### config.mk
export PLATFORM = sky130hd
export DESIGN_NAME = id_ex_stage
export DESIGN_NICKNAME = d
export VERILOG_FILES = /design/src/rtl/riscv_pkg.sv /design/src/rtl/control_unit.sv /design/src/rtl/id_ex_stage.sv
export SDC_FILE = /design/constraint.sdc
export NUM_CORES = 1
export LEC_CHECK = 0
export CORE_MARGIN = 3
export CORE_UTILIZATION = 25
export DETAILED_ROUTE_END_ITERATION = 10
export GPL_ROUTABILITY_DRIVEN = 0
export GPL_TIMING_DRIVEN = 0
export MAX_ROUTING_LAYER = met4
export PLACE_DENSITY = 0.62
export SYNTH_ARGS = -nofsm -noshare
export SYNTH_HDL_FRONTEND = slang
export SYNTH_HIERARCHICAL = 1
export SYNTH_SLANG_ARGS = --single-unit
export TNS_END_PERCENT = 10
### constraint.sdc
create_clock -name clk -period 2.8 [get_ports clk]
set_input_delay 0.56 -clock clk [delete_from_list [all_inputs] [get_ports clk]]
set_output_delay 0.56 -clock clk [all_outputs]
set_load 0.05 [all_outputs]
### src/rtl/riscv_pkg.sv
// Shared RV64 decode definitions: opcodes, ALU-op encodings, immediate formats,
// the control bundle carried through ID/EX and the immediate sign-extender.
package riscv_pkg;

  localparam int unsigned XLEN   = 64;
  localparam int unsigned ILEN   = 32;
  localparam int unsigned REG_AW = 5;

  localparam logic [6:0] OP_R      = 7'b0110011;
  localparam logic [6:0] OP_I_ALU  = 7'b0010011;
  localparam logic [6:0] OP_LOAD   = 7'b0000011;
  localparam logic [6:0] OP_STORE  = 7'b0100011;
  localparam logic [6:0] OP_BRANCH = 7'b1100011;

  typedef enum logic [1:0] {
    ALU_OP_ADD    = 2'b00,
    ALU_OP_BRANCH = 2'b01,
    ALU_OP_FUNCT  = 2'b10
  } alu_op_e;

  typedef enum logic [1:0] {
    IMM_NONE = 2'd0,
    IMM_I    = 2'd1,
    IMM_S    = 2'd2,
    IMM_SB   = 2'd3
  } imm_fmt_e;

  typedef struct packed {
    logic    reg_write;
    logic    mem_read;
    logic    mem_write;
    logic    mem_to_reg;
    logic    alu_src;
    logic    branch;
    alu_op_e alu_op;
  } ctrl_t;

  localparam ctrl_t CTRL_NOP = '{
    reg_write:  1'b0,
    mem_read:   1'b0,
    mem_write:  1'b0,
    mem_to_reg: 1'b0,
    alu_src:    1'b0,
    branch:     1'b0,
    alu_op:     ALU_OP_ADD
  };

  // Sign-extended immediate for the given format; formats without one yield 0.
  function automatic logic [XLEN-1:0] sext_imm(input logic [ILEN-1:0] instr,
                                               input imm_fmt_e fmt);
    logic [XLEN-1:0] imm;
    imm = '0;
    case (fmt)
      IMM_I:   imm = {{(XLEN-12){instr[31]}}, instr[31:20]};
      IMM_S:   imm = {{(XLEN-12){instr[31]}}, instr[31:25], instr[11:7]};
      IMM_SB:  imm = {{(XLEN-13){instr[31]}}, instr[31], instr[7], instr[30:25],
                      instr[11:8], 1'b0};
      default: imm = '0;
    endcase
    return imm;
  endfunction

endpackage

### src/rtl/control_unit.sv
// Opcode-to-control mapping for the decode stage (purely combinational).
module control_unit
  import riscv_pkg::*;
(
  input  logic [6:0] opcode,
  output ctrl_t      ctrl_c,
  output imm_fmt_e   imm_fmt_c,
  output logic       rs2_used_c,
  output logic       illegal_c
);

  always_comb begin
    ctrl_c     = CTRL_NOP;
    imm_fmt_c  = IMM_NONE;
    rs2_used_c = 1'b0;
    illegal_c  = 1'b0;
    case (opcode)
      OP_R: begin
        ctrl_c.reg_write = 1'b1;
        ctrl_c.alu_op    = ALU_OP_FUNCT;
        rs2_used_c       = 1'b1;
      end
      OP_I_ALU: begin
        ctrl_c.reg_write = 1'b1;
        ctrl_c.alu_src   = 1'b1;
        ctrl_c.alu_op    = ALU_OP_FUNCT;
        imm_fmt_c        = IMM_I;
      end
      OP_LOAD: begin
        ctrl_c.reg_write  = 1'b1;
        ctrl_c.mem_read   = 1'b1;
        ctrl_c.mem_to_reg = 1'b1;
        ctrl_c.alu_src    = 1'b1;
        imm_fmt_c         = IMM_I;
      end
      OP_STORE: begin
        ctrl_c.mem_write = 1'b1;
        ctrl_c.alu_src   = 1'b1;
        imm_fmt_c        = IMM_S;
        rs2_used_c       = 1'b1;
      end
      OP_BRANCH: begin
        ctrl_c.branch = 1'b1;
        ctrl_c.alu_op = ALU_OP_BRANCH;
        imm_fmt_c     = IMM_SB;
        rs2_used_c    = 1'b1;
      end
      default: illegal_c = 1'b1;
    endcase
  end

endmodule

### src/rtl/id_ex_stage.sv
// RV64 decode stage and ID/EX pipeline register with load-use stall and flush.
// Optional ID_EX_WB_BYPASS_EN forwards a same-cycle writeback into decode reads.
module id_ex_stage
  import riscv_pkg::*;
(
  input  logic              clk,
  input  logic              reset,
  input  logic [ILEN-1:0]   if_id_instr,
  input  logic              if_id_valid,
  output logic [REG_AW-1:0] rs1,
  output logic [REG_AW-1:0] rs2,
  input  logic [XLEN-1:0]   rd1,
  input  logic [XLEN-1:0]   rd2,
  input  logic              wb_reg_write,
  input  logic [REG_AW-1:0] wb_rd,
  input  logic [XLEN-1:0]   wb_data,
  input  logic              ex_ready,
  input  logic              flush,
  output logic              stall,
  output logic              ex_valid,
  output logic [REG_AW-1:0] ex_rd,
  output logic [REG_AW-1:0] ex_rs1,
  output logic [REG_AW-1:0] ex_rs2,
  output logic [XLEN-1:0]   ex_data1,
  output logic [XLEN-1:0]   ex_data2,
  output logic [XLEN-1:0]   ex_imm,
  output logic [2:0]        ex_funct3,
  output logic              ex_funct7b5,
  output logic              ex_illegal,
  output logic              ex_reg_write,
  output logic              ex_mem_read,
  output logic              ex_mem_write,
  output logic              ex_mem_to_reg,
  output logic              ex_alu_src,
  output logic              ex_branch,
  output logic [1:0]        ex_alu_op
);

  ctrl_t           dec_ctrl_c;
  imm_fmt_e        imm_fmt_c;
  logic            rs2_used_c;
  logic            illegal_c;
  logic            hazard_c;
  logic [XLEN-1:0] src1_c;
  logic [XLEN-1:0] src2_c;
  ctrl_t           ctrl_q;

  assign rs1 = if_id_instr[19:15];
  assign rs2 = if_id_instr[24:20];

  control_unit u_control_unit (
    .opcode     (if_id_instr[6:0]),
    .ctrl_c     (dec_ctrl_c),
    .imm_fmt_c  (imm_fmt_c),
    .rs2_used_c (rs2_used_c),
    .illegal_c  (illegal_c)
  );

  // Operand selection; x0 always reads as zero.
  always_comb begin
    src1_c = rd1;
    src2_c = rd2;
`ifdef ID_EX_WB_BYPASS_EN
    if (wb_reg_write && (wb_rd != '0) && (wb_rd == rs1)) src1_c = wb_data;
    if (wb_reg_write && (wb_rd != '0) && (wb_rd == rs2)) src2_c = wb_data;
`endif
    if (rs1 == '0) src1_c = '0;
    if (rs2 == '0) src2_c = '0;
  end

`ifndef ID_EX_WB_BYPASS_EN
  logic unused_wb;
  assign unused_wb = ^{wb_reg_write, wb_rd, wb_data};
`endif

  // Load in EX whose destination is a source of the instruction in decode.
  assign hazard_c = ex_valid && ctrl_q.mem_read && (ex_rd != '0) && if_id_valid &&
                    ((ex_rd == rs1) || (rs2_used_c && (ex_rd == rs2)));

  assign stall = !reset && !flush && (hazard_c || !ex_ready);

  always_ff @(posedge clk) begin
    if (reset) begin
      ex_valid    <= 1'b0;
      ctrl_q      <= CTRL_NOP;
      ex_illegal  <= 1'b0;
      ex_rd       <= '0;
      ex_rs1      <= '0;
      ex_rs2      <= '0;
      ex_data1    <= '0;
      ex_data2    <= '0;
      ex_imm      <= '0;
      ex_funct3   <= '0;
      ex_funct7b5 <= 1'b0;
    end else if (flush) begin
      ex_valid   <= 1'b0;
      ctrl_q     <= CTRL_NOP;
      ex_illegal <= 1'b0;
    end else if (ex_ready) begin
      if (hazard_c) begin
        ex_valid   <= 1'b0;
        ctrl_q     <= CTRL_NOP;
        ex_illegal <= 1'b0;
      end else begin
        ex_valid    <= if_id_valid;
        ctrl_q      <= if_id_valid ? dec_ctrl_c : CTRL_NOP;
        ex_illegal  <= if_id_valid && illegal_c;
        ex_rd       <= if_id_instr[11:7];
        ex_rs1      <= rs1;
        ex_rs2      <= rs2;
        ex_data1    <= src1_c;
        ex_data2    <= src2_c;
        ex_imm      <= sext_imm(if_id_instr, imm_fmt_c);
        ex_funct3   <= if_id_instr[14:12];
        ex_funct7b5 <= if_id_instr[30];
      end
    end
  end

  assign ex_reg_write  = ctrl_q.reg_write;
  assign ex_mem_read   = ctrl_q.mem_read;
  assign ex_mem_write  = ctrl_q.mem_write;
  assign ex_mem_to_reg = ctrl_q.mem_to_reg;
  assign ex_alu_src    = ctrl_q.alu_src;
  assign ex_branch     = ctrl_q.branch;
  assign ex_alu_op     = ctrl_q.alu_op;

endmodule

-- Word level (Yosys, flattened, before mapping)
Index checks and enable logic that the tools add are counted.
- flip-flop bits (word level): 221
- latch bits: 0
- memory bits (writable): 0
- memory bits (read-only): 0
- input bits: 235
- output and inout bits: 232
- logic and storage cells: 69
- memories kept: 0
- add/sub/neg operators: 0
- multiply operators: 0
- divide/modulo/power cells: 0
- magnitude comparators: 0
- eq/ne operators: 10
- shifts and indexed selects: 0
- mux-type cells: 16
- bitwise logic cells: 2
- reductions and logical operators: 24
- operators with widths (cell ; count):
    $pmux 64 s3 ; 1
    $mux 64 ; 2
    $mux 8 ; 2
    $eq 7x6->1 const B ; 2
    $eq 5x5->1 ; 2
    $logic_not 5->1 ; 2
    $mux 1 ; 9
    $reduce_or 3->1 ; 3
    $logic_and 1x1->1 ; 8
    $eq 7x2->1 const B ; 1
    $eq 7x5->1 const B ; 1
    $eq 7x7->1 const B ; 1
    $pmux 2 s3 ; 1
    $reduce_or 2->1 ; 3
    $reduce_bool 5->1 ; 1
    $reduce_or 5->1 ; 1
    $eq 2x2->1 const B ; 2
    $pmux 2 s2 ; 1
    $logic_not 1->1 ; 3
    $reduce_and 3->1 ; 1
    $eq 2x1->1 const B ; 1
    $logic_or 1x1->1 ; 2
    $not 1->1 ; 2

-- Longest topological paths before layout
- depth in word-level cells: 8
- gate-level depth with buffers: 10
- gate-level depth less buffers: 7

-- Cells and area by module
The synthesis kept the hierarchy.
- by module, submodules not included (module ; times used ; cells an instance ; area each (um^2) ; sequential area each (um^2)):
    id_ex_stage ; 1 ; 859 ; 8011.4 ; 3403.3
    control_unit ; 1 ; 19 ; 176.4 ; 0.0

-- Least setup slack after synthesis
Ideal clock, no wire load.
- kind: input to output
- start: input if_id_instr[2]
- end: output stall
- arrival: 2766 ps
- required time: 2240 ps
- setup slack: -526 ps
- stages on the path: 8
- cells stage by stage: nand4bb_1 -> buf_6 -> a211oi_2 -> nand2_1 -> o22ai_2 -> clkbuf_1 -> nand2_1 -> a21boi_0
- cells in the longest elaborated chain, start to end: 8
- ends and longest elaborated chain (item ; RTL line ; text):
    from (decl) ; id_ex_stage.sv:8 ; input logic [ILEN-1:0] if_id_instr,
    $eq 7x6->1 / $eq 7x7->1 (equally long branches) ; control_unit.sv:17 ; case (opcode)
    $reduce_or 3->1 (no line) * ; - ;
    $mux 1 * ; control_unit.sv:17 ;
    named net rs2_used_c ; id_ex_stage.sv:41 ; logic rs2_used_c;
    $logic_and 1x1->1 * ; id_ex_stage.sv:78 ; ((ex_rd == rs1) || (rs2_used_c && (ex_rd == rs2)));
    $logic_or 1x1->1 * ; id_ex_stage.sv:78 ;
    $logic_and 1x1->1 * ; id_ex_stage.sv:77 ; assign hazard_c = ex_valid && ctrl_q.mem_read && (ex_rd != '0) && if_id_valid &&
    $logic_or 1x1->1 * ; id_ex_stage.sv:80 ; assign stall = !reset && !flush && (hazard_c || !ex_ready);
    $logic_and 1x1->1 * ; id_ex_stage.sv:80 ;
    to (decl) ; id_ex_stage.sv:19 ; output logic stall,
Mark *: on every way through the listed nets, which the timed path passes. The rest lies on a longest branch.

-- Worst setup path in the final report
- start: input if_id_instr[15]
- end: output stall
- cells in the longest elaborated chain, start to end: 5
- ends and longest elaborated chain (item ; RTL line):
    $eq 5x5->1 ; id_ex_stage.sv:78
    $logic_or 1x1->1 ; id_ex_stage.sv:78
    $logic_and 1x1->1 ; id_ex_stage.sv:77
    $logic_or 1x1->1 ; id_ex_stage.sv:80
    $logic_and 1x1->1 ; id_ex_stage.sv:80
Every way passes these cells.

==> run summary <==
status - completed
worst-margin pin slew - 0.762 ns
CTS H-Tree Depth - 4
Clock Tree Buf Depth - 2
commonest non-fill, non-tap cell in the layout - clkdlybuf4s50_1
# rows - 65
Yosys reg bits - 170
synth unique cells - 33
worst r2r path cells - 9
final WL - 28200 um
Final period util - 0.990
Synth-to-Final Area Change - 62.4%
worst setup path start - if_id_instr[15]
total number of yosys warnings - 6
layout cell share with drive strength beyond 1 - 0.117
DPL Wire Length - 21900 um
Total GRT Usage - 0.164
Final #Nets - 1528
reg2reg start - ex_rd[1]
worst hold-check path type - reg2reg
CTS Hold Bufs - 0
Worst-path clk slew - 0.07 ns
full die area - 0.0350 mm2
Remaining DRCs - 0
total power - 6.46 mW
num ports - 467
max_slew headroom - 0.492
CP max stage delay - 0.61 ns
first-pass GRT wire length - 43200 um
first-pass iteration count of the detailed router - 4
PnR worst setup slack - 0.0289 ns
Gate Count Post-Synth - 878
I/O Buffers - 394
clk sinks - 170
GRT overflow - 0
CP Class - in2out
Final min period - 2.77 ns
FMAX - 361 MHz
PwrDens - 486 mW/mm2
final setup vio count - 0
average footprint of a synthesized cell - 9.33 um2
leading registers by flop count - ex_data1: 64 flops, ex_data2: 64 flops, ex_imm: 13 flops
Net Count, Synth - 1113
Via density - 4.08
reg2reg end - ex_data1[61]
initial antenna violation count - 2
Post-synth ARST share - 0
Leak Pwr - 5.11 nW
Final Hold Vio Count - 0
Main synth FF type - dfxtp_1
Seq/Total Area, Yosys - 0.416
worst skew pair latency - 0.44 ns
Critical Path End - stall
placed cell count - 1707
CTS tree - built
CP Cell Sequence - clkdlybuf4s50_1 > xnor2_1 > nand3_1 > o22ai_2 > clkbuf_8 > nand2_2 > a21boi_2 > buf_6
Syn Std Cell Area - 0.00819 mm2
max-cap violations - 0
initial core utilization - 0.257
EDFF count, synth - 0
hold path start - ex_data2[49]
Post-Place Worst Slack - -1.10 ns
arrival time worst endpoint - 2.21 ns
Max Slew Vio Count - 0
RSZ-0062 raised after global routing - yes
Required @ worst endpoint - 2.24 ns
TritonCTS Buffers - 17
Final ANT Viol Nets - 0
root buffer cell - clkbuf_16
Hold WS - 0.472 ns
Clock Skews - 0.0145 ns
vias in the first global route - 7335
Final Non-Filler Cells - 1743
Max VDD drop - 0.403 mV
per-cell routed wire length - 16.2 um
CP startpoint kind - primary input
Die W - 187 um
R2R Setup Slk - 0.81 ns
via count - 7116
Worst Setup End Kind - output pin
die height - 187 um
largest net degree at the start of global routing - 54
commonest non-fill, non-tap cells in the layout - 373 x clkdlybuf4s50_1, 172 x nand2b_1, 169 x dfxtp_1
area of the core - 0.0319 mm2
Worst path slowest cell - clkdlybuf4s50_1
Iter 0 DRT Violations - 252
crit path max fanout - 4
==> worst min path at each step <==
stage	to	depth (start not counted)
CTS	ex_data2[54]	2
detailed placement	ex_data2[54]	2
floorplan	ex_data1[0]	2
global placement	ex_data2[60]	2
finish	ex_data2[49]	2
global route	ex_data2[27]	2
==> worst max-delay path, delay by kind of cell <==
kind	cells	cell delay (ns)
buffers and inverters	3	0.96
AND/OR/NAND/NOR	2	0.14
AO/OA/AOI/OAI	2	0.39
XOR/XNOR	1	0.15
==> layer usage <==
| metal | track usage | part of all wire | up-vias |
|---|---|---|---|
| li1 | - | - | 3599 |
| met3 | 0.0540 | 0.074 | 34 |
| met2 | 0.273 | 0.48 | 248 |
| met1 | 0.186 | 0.42 | 3235 |
| met4 | 0.0523 | 0.024 | 0 |
| met5 | - | 0 | - |
==> per-stage QoR <==
| stage | TNS (ns) | area, um2 | util |
|---|---|---|---|
| after global routing | -0.0617 | 13300 | 0.417 |
| after detailed placement | -23.29 | 12700 | 0.398 |
| after CTS | -0.0657 | 13300 | 0.417 |
| after global placement | -36.53 | 12700 | 0.398 |
| final | 0 | 13300 | 0.417 |
| after floorplan | 0 | 8190 | - |
==> Yosys cell counts, types with 3 or more instances <==
library cell	instances	area share
buf_4	70	0.064
nor3_1	3	0.0018
xnor2_1	10	0.011
clkbuf_1	38	0.017
mux2_2	8	0.011
dfxtp_1	170	0.42
nor2_1	18	0.0083
nand2_1	151	0.069
mux2i_1	153	0.19
o21a_1	10	0.0092
nor2b_1	20	0.015
buf_8	11	0.020
nand2b_1	172	0.13
a211oi_2	3	0.0046
a21oi_1	17	0.010
==> repair_timing <==
action	4_1_cts	5_1_grt
setup buffers	2	0
endpoints found under the setup margin	56	56
pin swaps	5	0
gates resized for setup	20	13
==> report_power, final <==
group          switching, mW  internal (mW)
Combinational          0.795          0.610
Clock                   1.18           1.28
Sequential            0.0641           2.53
==> logic make-up (layout without fill, tap and decap cells) <==
group	Yosys count	after routing	share of synthesized area
muxes	161	161	0.198
other	0	2	0
and+or+nand+nor	375	375	0.239
DFF	170	170	0.416
buffers and inverters	125	553	0.106
xor gates and xnor gates	10	10	0.0107
AOI/OAI and AO/OA	37	37	0.0310
==> area by class of cell <==
class / count / area [um2]
multi-input cells: 583 / 3930
clock inverters: 15 / 171
flip-flops and latches: 170 / 3410
well taps: 435 / 544
diodes: 2 / 5.00
plain buffers: 123 / 868
inverters: 2 / 7.51
repair buffers: 396 / 3940
fillers: 3203 / 18600
clock buffers: 17 / 425
Note: power is estimated with default switching activity, not from simulation.
